## src/rtl/crc_rx_pkg.sv

```systemverilog
// Shared types, control codes and CRC-32 step functions for the receive FCS checker.
// The optional length check is enabled by defining CRC_RX_LEN_CHECK_EN.
package crc_rx_pkg;

  localparam int unsigned DATA_W  = 64;
  localparam int unsigned CRC_W   = 32;
  localparam int unsigned LEN_W   = 16;
  localparam int unsigned CNT_W   = 4;
  localparam int unsigned MIN_LEN = 64;
  localparam int unsigned MAX_LEN = 1518;

  localparam logic [7:0]       CTRL_SOF  = 8'h09;
  localparam logic [7:0]       CTRL_DATA = 8'h0b;
  localparam logic [7:0]       CTRL_EOF  = 8'h0d;
  localparam logic [CRC_W-1:0] CRC_INIT  = 32'hFFFF_FFFF;
  localparam logic [CRC_W-1:0] CRC_POLY  = 32'h04C1_1DB7;

  typedef enum logic {
    IDLE     = 1'b0,
    IN_FRAME = 1'b1
  } state_t;

  typedef struct packed {
    logic crc_ok;
    logic crc_err;
    logic len_err;
    logic frame_abort;
  } status_t;

  // Byte count of a legal end-beat mask; 0 marks an illegal mask.
  function automatic logic [CNT_W-1:0] bvalid_bytes(input logic [7:0] bv);
    logic [CNT_W-1:0] n;
    case (bv)
      8'hff:   n = 4'd8;
      8'hfe:   n = 4'd7;
      8'hfc:   n = 4'd6;
      8'hf8:   n = 4'd5;
      8'hf0:   n = 4'd4;
      8'he0:   n = 4'd3;
      8'hc0:   n = 4'd2;
      8'h80:   n = 4'd1;
      default: n = 4'd0;
    endcase
    return n;
  endfunction

  function automatic logic [LEN_W-1:0] len_add(input logic [LEN_W-1:0] a,
                                               input logic [CNT_W-1:0] n);
    logic [LEN_W:0] s;
    s = (LEN_W+1)'(a) + (LEN_W+1)'(n);
    return s[LEN_W] ? {LEN_W{1'b1}} : s[LEN_W-1:0];
  endfunction

  // MSB-first CRC-32 over the low nbits of d; nbits is a constant at each call site.
  function automatic logic [CRC_W-1:0] crc32_bits(input logic [DATA_W-1:0] d,
                                                  input int nbits,
                                                  input logic [CRC_W-1:0] c);
    logic [CRC_W-1:0] r;
    logic             fb;
    r = c;
    for (int i = 63; i >= 0; i--) begin
      if (i < nbits) begin
        fb = r[31] ^ d[i];
        r  = {r[30:0], 1'b0};
        if (fb) r = r ^ CRC_POLY;
      end
    end
    return r;
  endfunction

  function automatic logic [CRC_W-1:0] crc32_d8(input logic [7:0] d, input logic [CRC_W-1:0] c);
    return crc32_bits(64'(d), 8, c);
  endfunction

  function automatic logic [CRC_W-1:0] crc32_d16(input logic [15:0] d, input logic [CRC_W-1:0] c);
    return crc32_bits(64'(d), 16, c);
  endfunction

  function automatic logic [CRC_W-1:0] crc32_d24(input logic [23:0] d, input logic [CRC_W-1:0] c);
    return crc32_bits(64'(d), 24, c);
  endfunction

  function automatic logic [CRC_W-1:0] crc32_d32(input logic [31:0] d, input logic [CRC_W-1:0] c);
    return crc32_bits(64'(d), 32, c);
  endfunction

  function automatic logic [CRC_W-1:0] crc32_d40(input logic [39:0] d, input logic [CRC_W-1:0] c);
    return crc32_bits(64'(d), 40, c);
  endfunction

  function automatic logic [CRC_W-1:0] crc32_d48(input logic [47:0] d, input logic [CRC_W-1:0] c);
    return crc32_bits(64'(d), 48, c);
  endfunction

  function automatic logic [CRC_W-1:0] crc32_d56(input logic [55:0] d, input logic [CRC_W-1:0] c);
    return crc32_bits(64'(d), 56, c);
  endfunction

  function automatic logic [CRC_W-1:0] crc32_d64(input logic [63:0] d, input logic [CRC_W-1:0] c);
    return crc32_bits(d, 64, c);
  endfunction

endpackage

```

## src/rtl/crc_rx_check_crc.sv

```systemverilog
// crc32_var64: combinational CRC-32 step over the leading 1..8 bytes of a 64-bit beat.
// A byte count of 0 passes the CRC through unchanged.
module crc32_var64
  import crc_rx_pkg::*;
(
  input  logic [DATA_W-1:0] i_data,
  input  logic [CNT_W-1:0]  i_nbytes,
  input  logic [CRC_W-1:0]  i_crc,
  output logic [CRC_W-1:0]  o_crc_c
);

  // Byte 0 lives in [63:56], so partial beats always use the upper bytes.
  always_comb begin
    o_crc_c = i_crc;
    case (i_nbytes)
      4'd1:    o_crc_c = crc32_d8 (i_data[63:56], i_crc);
      4'd2:    o_crc_c = crc32_d16(i_data[63:48], i_crc);
      4'd3:    o_crc_c = crc32_d24(i_data[63:40], i_crc);
      4'd4:    o_crc_c = crc32_d32(i_data[63:32], i_crc);
      4'd5:    o_crc_c = crc32_d40(i_data[63:24], i_crc);
      4'd6:    o_crc_c = crc32_d48(i_data[63:16], i_crc);
      4'd7:    o_crc_c = crc32_d56(i_data[63:8],  i_crc);
      4'd8:    o_crc_c = crc32_d64(i_data,        i_crc);
      default: o_crc_c = i_crc;
    endcase
  end

endmodule

```

## src/rtl/crc_rx_check.sv

```systemverilog
// crc_rx_check: receive-side FCS checker; forwards beats one cycle late with an aligned status pulse.
// Define CRC_RX_LEN_CHECK_EN to build the frame-length range check driving o_len_err.
module crc_rx_check
  import crc_rx_pkg::*;
#(
  parameter logic [31:0] RESIDUE = 32'h0000_0000
) (
  input  logic              i_clk,
  input  logic              i_rst,
  input  logic              i_dready,
  input  logic [DATA_W-1:0] i_datain,
  input  logic [7:0]        i_ctrl_wd,
  input  logic [7:0]        i_bvalid,
  output logic              o_data_vld,
  output logic [DATA_W-1:0] o_data_out,
  output logic              o_status_vld,
  output logic              o_crc_ok,
  output logic              o_crc_err,
  output logic              o_len_err,
  output logic              o_frame_abort,
  output logic [LEN_W-1:0]  o_frame_len,
  output logic [CRC_W-1:0]  o_crc_out
);

  state_t             r_state;
  state_t             w_state_nxt;
  logic [CRC_W-1:0]   r_crc;
  logic [CRC_W-1:0]   w_crc_nxt;
  logic [CRC_W-1:0]   w_crc_in;
  logic [CRC_W-1:0]   w_crc_step;
  logic [LEN_W-1:0]   r_len;
  logic [LEN_W-1:0]   w_len_nxt;
  logic [LEN_W-1:0]   w_len_rpt;
  logic [CNT_W-1:0]   w_eof_bytes;
  logic [CNT_W-1:0]   w_nbytes;
  logic               w_sof;
  logic               w_data;
  logic               w_eof;
  logic               w_report;
  logic               w_len_bad;
  status_t            w_flags;
  status_t            w_status;

  logic               r_data_vld;
  logic [DATA_W-1:0]  r_data_out;
  logic               r_status_vld;
  status_t            r_status;
  logic [LEN_W-1:0]   r_frame_len;

  assign w_sof       = i_dready && (i_ctrl_wd == CTRL_SOF);
  assign w_data      = i_dready && (i_ctrl_wd == CTRL_DATA);
  assign w_eof       = i_dready && (i_ctrl_wd == CTRL_EOF);
  assign w_eof_bytes = bvalid_bytes(i_bvalid);

  // A SOF always seeds from the init value, including the abort-and-restart case.
  assign w_crc_in = w_sof ? CRC_INIT : r_crc;
  assign w_nbytes = w_eof ? w_eof_bytes : CNT_W'(8);

  crc32_var64 u_crc (
    .i_data   (i_datain),
    .i_nbytes (w_nbytes),
    .i_crc    (w_crc_in),
    .o_crc_c  (w_crc_step)
  );

  always_ff @(posedge i_clk) begin
    if (i_rst) begin
      r_state <= IDLE;
      r_crc   <= CRC_INIT;
      r_len   <= '0;
    end else begin
      r_state <= w_state_nxt;
      r_crc   <= w_crc_nxt;
      r_len   <= w_len_nxt;
    end
  end

  always_comb begin
    w_state_nxt = r_state;
    w_crc_nxt   = r_crc;
    w_len_nxt   = r_len;
    w_len_rpt   = r_len;
    w_report    = 1'b0;
    w_flags     = '0;
    case (r_state)
      IDLE: begin
        if (w_sof) begin
          w_state_nxt = IN_FRAME;
          w_crc_nxt   = w_crc_step;
          w_len_nxt   = LEN_W'(8);
        end
      end
      IN_FRAME: begin
        if (w_sof) begin
          w_report            = 1'b1;
          w_flags.frame_abort = 1'b1;
          w_len_rpt           = r_len;
          w_crc_nxt           = w_crc_step;
          w_len_nxt           = LEN_W'(8);
        end else if (w_data) begin
          w_crc_nxt = w_crc_step;
          w_len_nxt = len_add(r_len, CNT_W'(8));
        end else if (w_eof) begin
          w_report    = 1'b1;
          w_state_nxt = IDLE;
          w_crc_nxt   = w_crc_step;
          w_len_rpt   = len_add(r_len, w_eof_bytes);
          w_len_nxt   = w_len_rpt;
          // An illegal mask counts no bytes and always reports a CRC error.
          if (w_eof_bytes == '0) begin
            w_flags.crc_err = 1'b1;
          end else begin
            w_flags.crc_ok  = (w_crc_step == RESIDUE);
            w_flags.crc_err = (w_crc_step != RESIDUE);
          end
        end
      end
    endcase
  end

`ifdef CRC_RX_LEN_CHECK_EN
  assign w_len_bad = (w_len_rpt < LEN_W'(MIN_LEN)) || (w_len_rpt > LEN_W'(MAX_LEN));
`else
  assign w_len_bad = 1'b0;
`endif

  assign w_status = status_t'{crc_ok:      w_flags.crc_ok,
                              crc_err:     w_flags.crc_err,
                              len_err:     w_report & w_len_bad,
                              frame_abort: w_flags.frame_abort};

  // Forwarding and status registers; status fields hold between pulses.
  always_ff @(posedge i_clk) begin
    if (i_rst) begin
      r_data_vld   <= 1'b0;
      r_data_out   <= '0;
      r_status_vld <= 1'b0;
      r_status     <= '0;
      r_frame_len  <= '0;
    end else begin
      r_data_vld   <= i_dready;
      r_data_out   <= i_datain;
      r_status_vld <= w_report;
      if (w_report) begin
        r_status    <= w_status;
        r_frame_len <= w_len_rpt;
      end
    end
  end

  assign o_data_vld    = r_data_vld;
  assign o_data_out    = r_data_out;
  assign o_status_vld  = r_status_vld;
  assign o_crc_ok      = r_status.crc_ok;
  assign o_crc_err     = r_status.crc_err;
  assign o_len_err     = r_status.len_err;
  assign o_frame_abort = r_status.frame_abort;
  assign o_frame_len   = r_frame_len;
  assign o_crc_out     = r_crc;

endmodule

```

## config.mk

```make
export PLATFORM = sky130hd
export DESIGN_NAME = crc_rx_check
export DESIGN_NICKNAME = d
export VERILOG_FILES = /design/src/rtl/crc_rx_pkg.sv /design/src/rtl/crc_rx_check_crc.sv /design/src/rtl/crc_rx_check.sv
export SDC_FILE = /design/constraint.sdc
export NUM_CORES = 1
export LEC_CHECK = 0
export BUFFER_PORTS_ARGS = -buffer_cell sky130_fd_sc_hd__buf_4
export CELL_PAD_IN_SITES_DETAIL_PLACEMENT = 1
export CELL_PAD_IN_SITES_GLOBAL_PLACEMENT = 1
export CORE_MARGIN = 4
export CORE_UTILIZATION = 48
export CTS_CLUSTER_DIAMETER = 150
export CTS_CLUSTER_SIZE = 24
export DETAILED_ROUTE_END_ITERATION = 16
export PLACE_DENSITY_LB_ADDON = 0.1
export SLEW_MARGIN = 20
export SYNTH_ARGS = -nofsm -noshare
export SYNTH_HDL_FRONTEND = slang
export SYNTH_SLANG_ARGS = --single-unit
```

## constraint.sdc

```tcl
create_clock -name i_clk -period 10.79 [get_ports i_clk]
set_clock_uncertainty 0.1 [all_clocks]
set_input_delay 2.158 -clock i_clk [delete_from_list [all_inputs] [get_ports i_clk]]
set_output_delay 2.158 -clock i_clk [all_outputs]
set_load 0.005 [all_outputs]
```

## Yosys cells after proc, flatten, opt, wreduce, memory -nomap -nowiden

Cells that the tools add are included.

| storage, ports and cells | value |
|---|---|
| register bits | 134 |
| output and inout port bits | 118 |
| logic and storage cells | 1199 |

| cells by class | value |
|---|---|
| add/sub/neg operators | 2 |
| eq/ne operators | 21 |
| multiplexer cells | 596 |
| bitwise operators | 563 |
| reductions and logical operators | 7 |

Operator list:

| kind | number |
|---|---|
| 2-to-1 mux 32 bit | 285 |
| 2-to-1 mux 27 bit | 281 |
| NOT 14 bit | 281 |
| bitwise XOR 1 bit | 281 |
| case mux 32 bit (8 select lines) | 1 |
| 2-to-1 mux 16 bit | 9 |
| == test 8 bit (second input constant) | 8 |
| case mux 32 bit (2 select lines) | 1 |
| logical NOT 32 bit | 1 |
| case mux 16 bit (2 select lines) | 1 |
| case mux 4 bit (8 select lines) | 1 |
| nonzero test 32 bit | 1 |
| == test 8 x 4 -> 1 bit (second input constant) | 3 |
| adder 16 x 4 -> 17 bit | 1 |
| adder 16 x 4 -> 17 bit (second input constant) | 1 |
| == test 4 x 3 -> 1 bit (second input constant) | 4 |
| 2-to-1 mux 1 bit | 11 |
| == test 4 x 2 -> 1 bit (second input constant) | 2 |
| 2-to-1 mux 2 bit | 4 |
| == test 4 x 1 -> 1 bit (second input constant) | 1 |
| == test 4 bit (second input constant) | 1 |
| logical NOT 4 bit | 1 |
| 2-to-1 mux 4 bit | 1 |
| != test 4 x 1 -> 1 bit (second input constant) | 1 |
| 5 further kinds | 7 |

## Longest topological paths before layout

| depth | value |
|---|---|
| depth after elaboration | 201 |
| mapped depth | 27 |

## Modules after synthesis

A second synthesis with hierarchy kept.

| second synthesis, totals | value |
|---|---|
| cells, all modules | 1724 |
| area, all modules | 16787.4 sq um |

By module, submodules not included:

| module | instances | cells an instance | area an instance (sq um) | sequential area each (sq um) |
|---|---|---|---|---|
| crc32_var64 | 1 | 1017 | 10944.2 | 0.0 |
| crc_rx_check | 1 | 707 | 5843.1 | 2682.6 |

## Least setup slack after synthesis

No wires, ideal clock.

| path | value |
|---|---|
| path type | input -> register |
| from | input i_ctrl_wd[5] |
| to | register r_status, in the netlist o_crc_ok |
| data arrival time | 9731 ps |
| required time | 10620 ps |
| slack | 888 ps |
| stages | 24 |
| path through | or4_1 > buf_2 > o31ai_2 > xnor2_1 > xor3_1 > xor2_4 > xnor2_1 > xor3_2 > xnor2_2 > xnor3_1 > xor2_1 > xnor3_1 > buf_4 > xor2_2 > xnor3_2 > xnor2_4 > xnor3_2 > xnor2_4 > xnor2_1 > a2111o_1 > a2111oi_2 > nand4_1 > or3_1 > a21oi_1 |

| on the way | value |
|---|---|
| longest elaborated chain between the ends | 155 |

Ends and longest elaborated chain:

| what | RTL line | source |
|---|---|---|
| start, declared | crc_rx_check.sv:12 | `input logic [7:0] i_ctrl_wd,` |
| == test 8 x 4 -> 1 bit | crc_rx_check.sv:50 | `assign w_sof = i_dready && (i_ctrl_wd == CTRL_SOF);` |
| logical AND 1 bit | crc_rx_check.sv:50 |  |
| 2-to-1 mux 32 bit | crc_rx_check.sv:56 | `assign w_crc_in = w_sof ? CRC_INIT : r_crc;` |
| bitwise XOR 1 bit, or another cell as far along | crc_rx_pkg.sv:63 | `fb = r[31] ^ d[i];` |
| 2-to-1 mux 27 bit, or another cell as far along | crc_rx_pkg.sv:65 | `if (fb) r = r ^ CRC_POLY;` |
| 2-to-1 mux 32 bit, or another cell as far along | crc_rx_check_crc.sv:15 | `case (i_nbytes)` |
| NOT 14 bit (no source line), or another cell as far along | - |  |
| 2-to-1 mux 27 bit, or another cell as far along | crc_rx_pkg.sv:65 |  |
| [... 139 more ...] | - |  |
| 2-to-1 mux 27 bit / 2-to-1 mux 32 bit (equally long branches) | crc_rx_pkg.sv:65, crc_rx_check_crc.sv:15 |  |
| case mux 32 bit (8 select lines) | crc_rx_check_crc.sv:15 |  |
| logical NOT 32 bit | crc_rx_check.sv:113 | `w_flags.crc_ok = (w_crc_step == RESIDUE);` |
| 2-to-1 mux 1 bit | crc_rx_check.sv:110 | `if (w_eof_bytes == '0) begin` |
| 2-to-1 mux 2 bit | crc_rx_check.sv:103 | `end else if (w_eof) begin` |
| 2-to-1 mux 2 bit | crc_rx_check.sv:100 | `end else if (w_data) begin` |
| 2-to-1 mux 2 bit | crc_rx_check.sv:94 | `if (w_sof) begin` |
| 2-to-1 mux 2 bit | crc_rx_check.sv:85 | `case (r_state)` |
| end signal, assigned | crc_rx_check.sv:145 | `r_status <= w_status;` |
| end, declared | crc_rx_check.sv:47 | `status_t r_status;` |

Several ways; a longest one is shown, not always the timed one. The select of a mux whose other input is x is not followed.
A chain may end at the register's enable or synchronous reset.

## Worst setup path in the final report

Ends and elaborated chain as after synthesis.

==> out/results.txt <==
Slew headroom: 33.6%
Detail Route Antenna Nets: 0
Reg clk slew, reported paths: 0.06 ns
Global placer's final weighted congestion: 1.04
Critical path fanouts, max: 10
CTS Buf Count: 17
HPWL Detailed: 59.0 mm
Fin area: 21000 sq um
Pin count of the biggest net entering global routing: 80
Wirelength, routed: 73.1 mm
Most frequent cells in the layout: xnor2_1 (367), buf_4 (333), nor2_1 (153), xnor3_1 (142), dfxtp_1 (134)
Router iterations before antenna repair: 5
Layout cells sized above 1: 23.8%
Setup crit start kind: input pin
Layout Nets: 2115
Setup violators final: 0
GRT Overall Usage: 36.1%
Chip Height: 200 um
Sink Count: 134
Row count: 69
GRT overflow: 0
DP Worst Slack: -0.247 ns
Syn Inst Count: 1772
Footprint of the multi-input gates: 14600 sq um
WP data required: 11.07 ns
Drt wl/cell: 29.2 um
F_max: 94.1 MHz
DRC: 0
Die width: 200 um
Max-cap viol count: 0
Drt via density: 6.09
Post_cts resized: 0
Hold-fix buffers, CTS: 0
Post-CTS setup buffer count: 0
Primary FF master, synth: dfxtp_1
PnR worst setup slack: 0.164 ns
Crit path largest cell delay: 0.77 ns
DIE AREA: 39900 sq um
Worst-case clock buffer depth: 2
Commonest non-fill, non-tap cell in the layout: xnor2_1
Post-route clock period utilization: 98.5%
CTS tree: done
DP Area: 20400 sq um
Sequential fraction of the synthesis area: 15.2%
I/O Buffers: 199
Async set-reset flop share out of synthesis: 0%
Initial core utilization: 49.2%
Finished Core Util: 58.5%
Vias: 15.2k
Netlist cell types: 81
Fin. Hold Viols: 0
Avg Cell Area, Syn: 9.97 sq um
Max Slew Vio Count: 0
Ys Warns: 0
Tightest Pin Transition: 0.996 ns
Mapped cell area: 17700 sq um
RSZ-0062 raised after global routing: no
Synth-to-Final Area Change: 19.0%
CP Data Arrival Time: 10.91 ns
N_diodes: 0
CP max-delay cell: or4_1
Worst setup EP type: flop
Worst hold path type: reg2reg
Initial antenna violation count: 3
Mapped Nets: 1861
Cell repeated most along the worst path: xnor3_1
Yosys reg bits: 134
Initial DRC Count: 1643
Number of flops mapped to enable cells by yosys: 0
Core area: 35900 sq um
CTS root buffer: clkbuf_16
Setup CP Type: in2reg
Setup TNS: 0 ns
First-pass GRT wire length: 106 mm
Register Area: 2680 sq um
Min cycle time layout: 10.63 ns
Number of global-route vias before repair: 15.7k
Clk_lat worst skew: 0.47 ns
H-tree levels: 4
Status: completed
Fillers: 3997
Number of I/O pins: 201
critical path, delay by kind of cell:
| kind | cells | cell delay, ns |
|---|---|---|
| simple gates | 6 | 2.37 |
| compound gates | 4 | 0.57 |
| buf+inv | 3 | 0.48 |
| xor+xnor | 12 | 5.28 |
cell type report:
| type | count | share of cell area (%) |
|---|---|---|
| clock buffers | 18 | 2.04 |
| clock inverters | 14 | 0.774 |
| inverters | 8 | 0.143 |
| multi-input cells | 1530 | 69.5 |
| flip-flops and latches | 134 | 12.8 |
| well taps | 461 | 2.74 |
| repair buffers | 335 | 12.1 |
logic make-up (layout without fill, tap and decap cells):
| group | Yosys count | count (layout) | share of synthesized area, % |
|---|---|---|---|
| XOR/XNOR | 756 | 756 | 56.7 |
| multiplexers | 8 | 8 | 0.460 |
| AND/OR/NAND/NOR | 400 | 400 | 10.8 |
| other | 1 | 1 | 0.0212 |
| AO/OA/AOI/OAI | 358 | 358 | 13.6 |
| adder cells (fa/ha/maj) | 7 | 7 | 0.524 |
| buffers and inverters | 108 | 375 | 2.73 |
| flip-flops | 134 | 134 | 15.2 |
cell usage after synthesis, drive strengths merged, types with 6 or more instances:
| library cell | n | share of area, % |
|---|---|---|
| o221ai | 24 | 1.2 |
| xor2 | 147 | 8.1 |
| o22ai | 25 | 0.89 |
| o21ai | 64 | 1.8 |
| o211ai | 12 | 0.51 |
| and3 | 7 | 0.25 |
| or2 | 11 | 0.39 |
| a221oi | 19 | 0.94 |
| nand2 | 78 | 1.7 |
| clkbuf | 69 | 1.5 |
| o31ai | 6 | 0.42 |
| a21oi | 98 | 2.8 |
| a211oi | 13 | 0.55 |
| dfxtp | 134 | 15 |
| nand3 | 21 | 0.59 |
| and2 | 6 | 0.21 |
| nand4 | 9 | 0.32 |
| xor3 | 30 | 4.1 |
| xnor3 | 157 | 20 |
| mux2i | 7 | 0.40 |
| nand2b | 11 | 0.39 |
| a31oi | 26 | 1.2 |
| a21o | 8 | 0.34 |
| nor4 | 8 | 0.32 |
| o21bai | 23 | 0.98 |
| a22oi | 12 | 0.51 |
| nor2b | 63 | 2.2 |
| buf | 31 | 1.1 |
| xnor2 | 422 | 24 |
| nor3 | 17 | 0.51 |
| nor2 | 155 | 3.3 |
| inv | 7 | 0.15 |
flip-flops by register name (all words and copies together), names as in the netlist:
signal and flops:
o_status_vld 1, o_crc_ok 1, o_frame_len 16, o_data_vld 1
o_crc_out 32, o_crc_err 1, o_frame_abort 1, o_data_out 64
r_len 16, r_state 1
through the flow:
stage	hold slack, ns	std cells
2_1_floorplan	0.348	1772
3_3_place_gp	0.342	2468
3_5_place_dp	0.354	2468
4_1_cts	0.364	2500
5_1_grt	0.388	2500
6_report	0.360	2500
final timing paths:
path / from / endpoint / slack (ns) / depth (start not counted)
max reg2reg: o_crc_out[28]$_SDFFE_PP1P_ / o_crc_ok$_SDFFE_PP0P_ / 1.78 / 23
min: o_frame_len[7]$_SDFFE_PP0P_ / o_frame_len[7]$_SDFFE_PP0P_ / 0.36 / 2
min reg2reg: o_frame_len[7]$_SDFFE_PP0P_ / o_frame_len[7]$_SDFFE_PP0P_ / 0.36 / 2
max: i_ctrl_wd[5] / o_crc_ok$_SDFFE_PP0P_ / 0.16 / 25
routing by layer:
layer / vias up / wire length, um / global-route usage (%)
met4: 6 / 2140 / 10.8
li1: 6649 / - / -
met2: 719 / 34500 / 59.0
met3: 132 / 5550 / 5.54
met5: - / 34 / 0
met1: 7728 / 30900 / 49.8
Power is left out: the tool's default activity adds up to more than one toggle a clock period on the data nets, which glitch-free logic cannot reach.
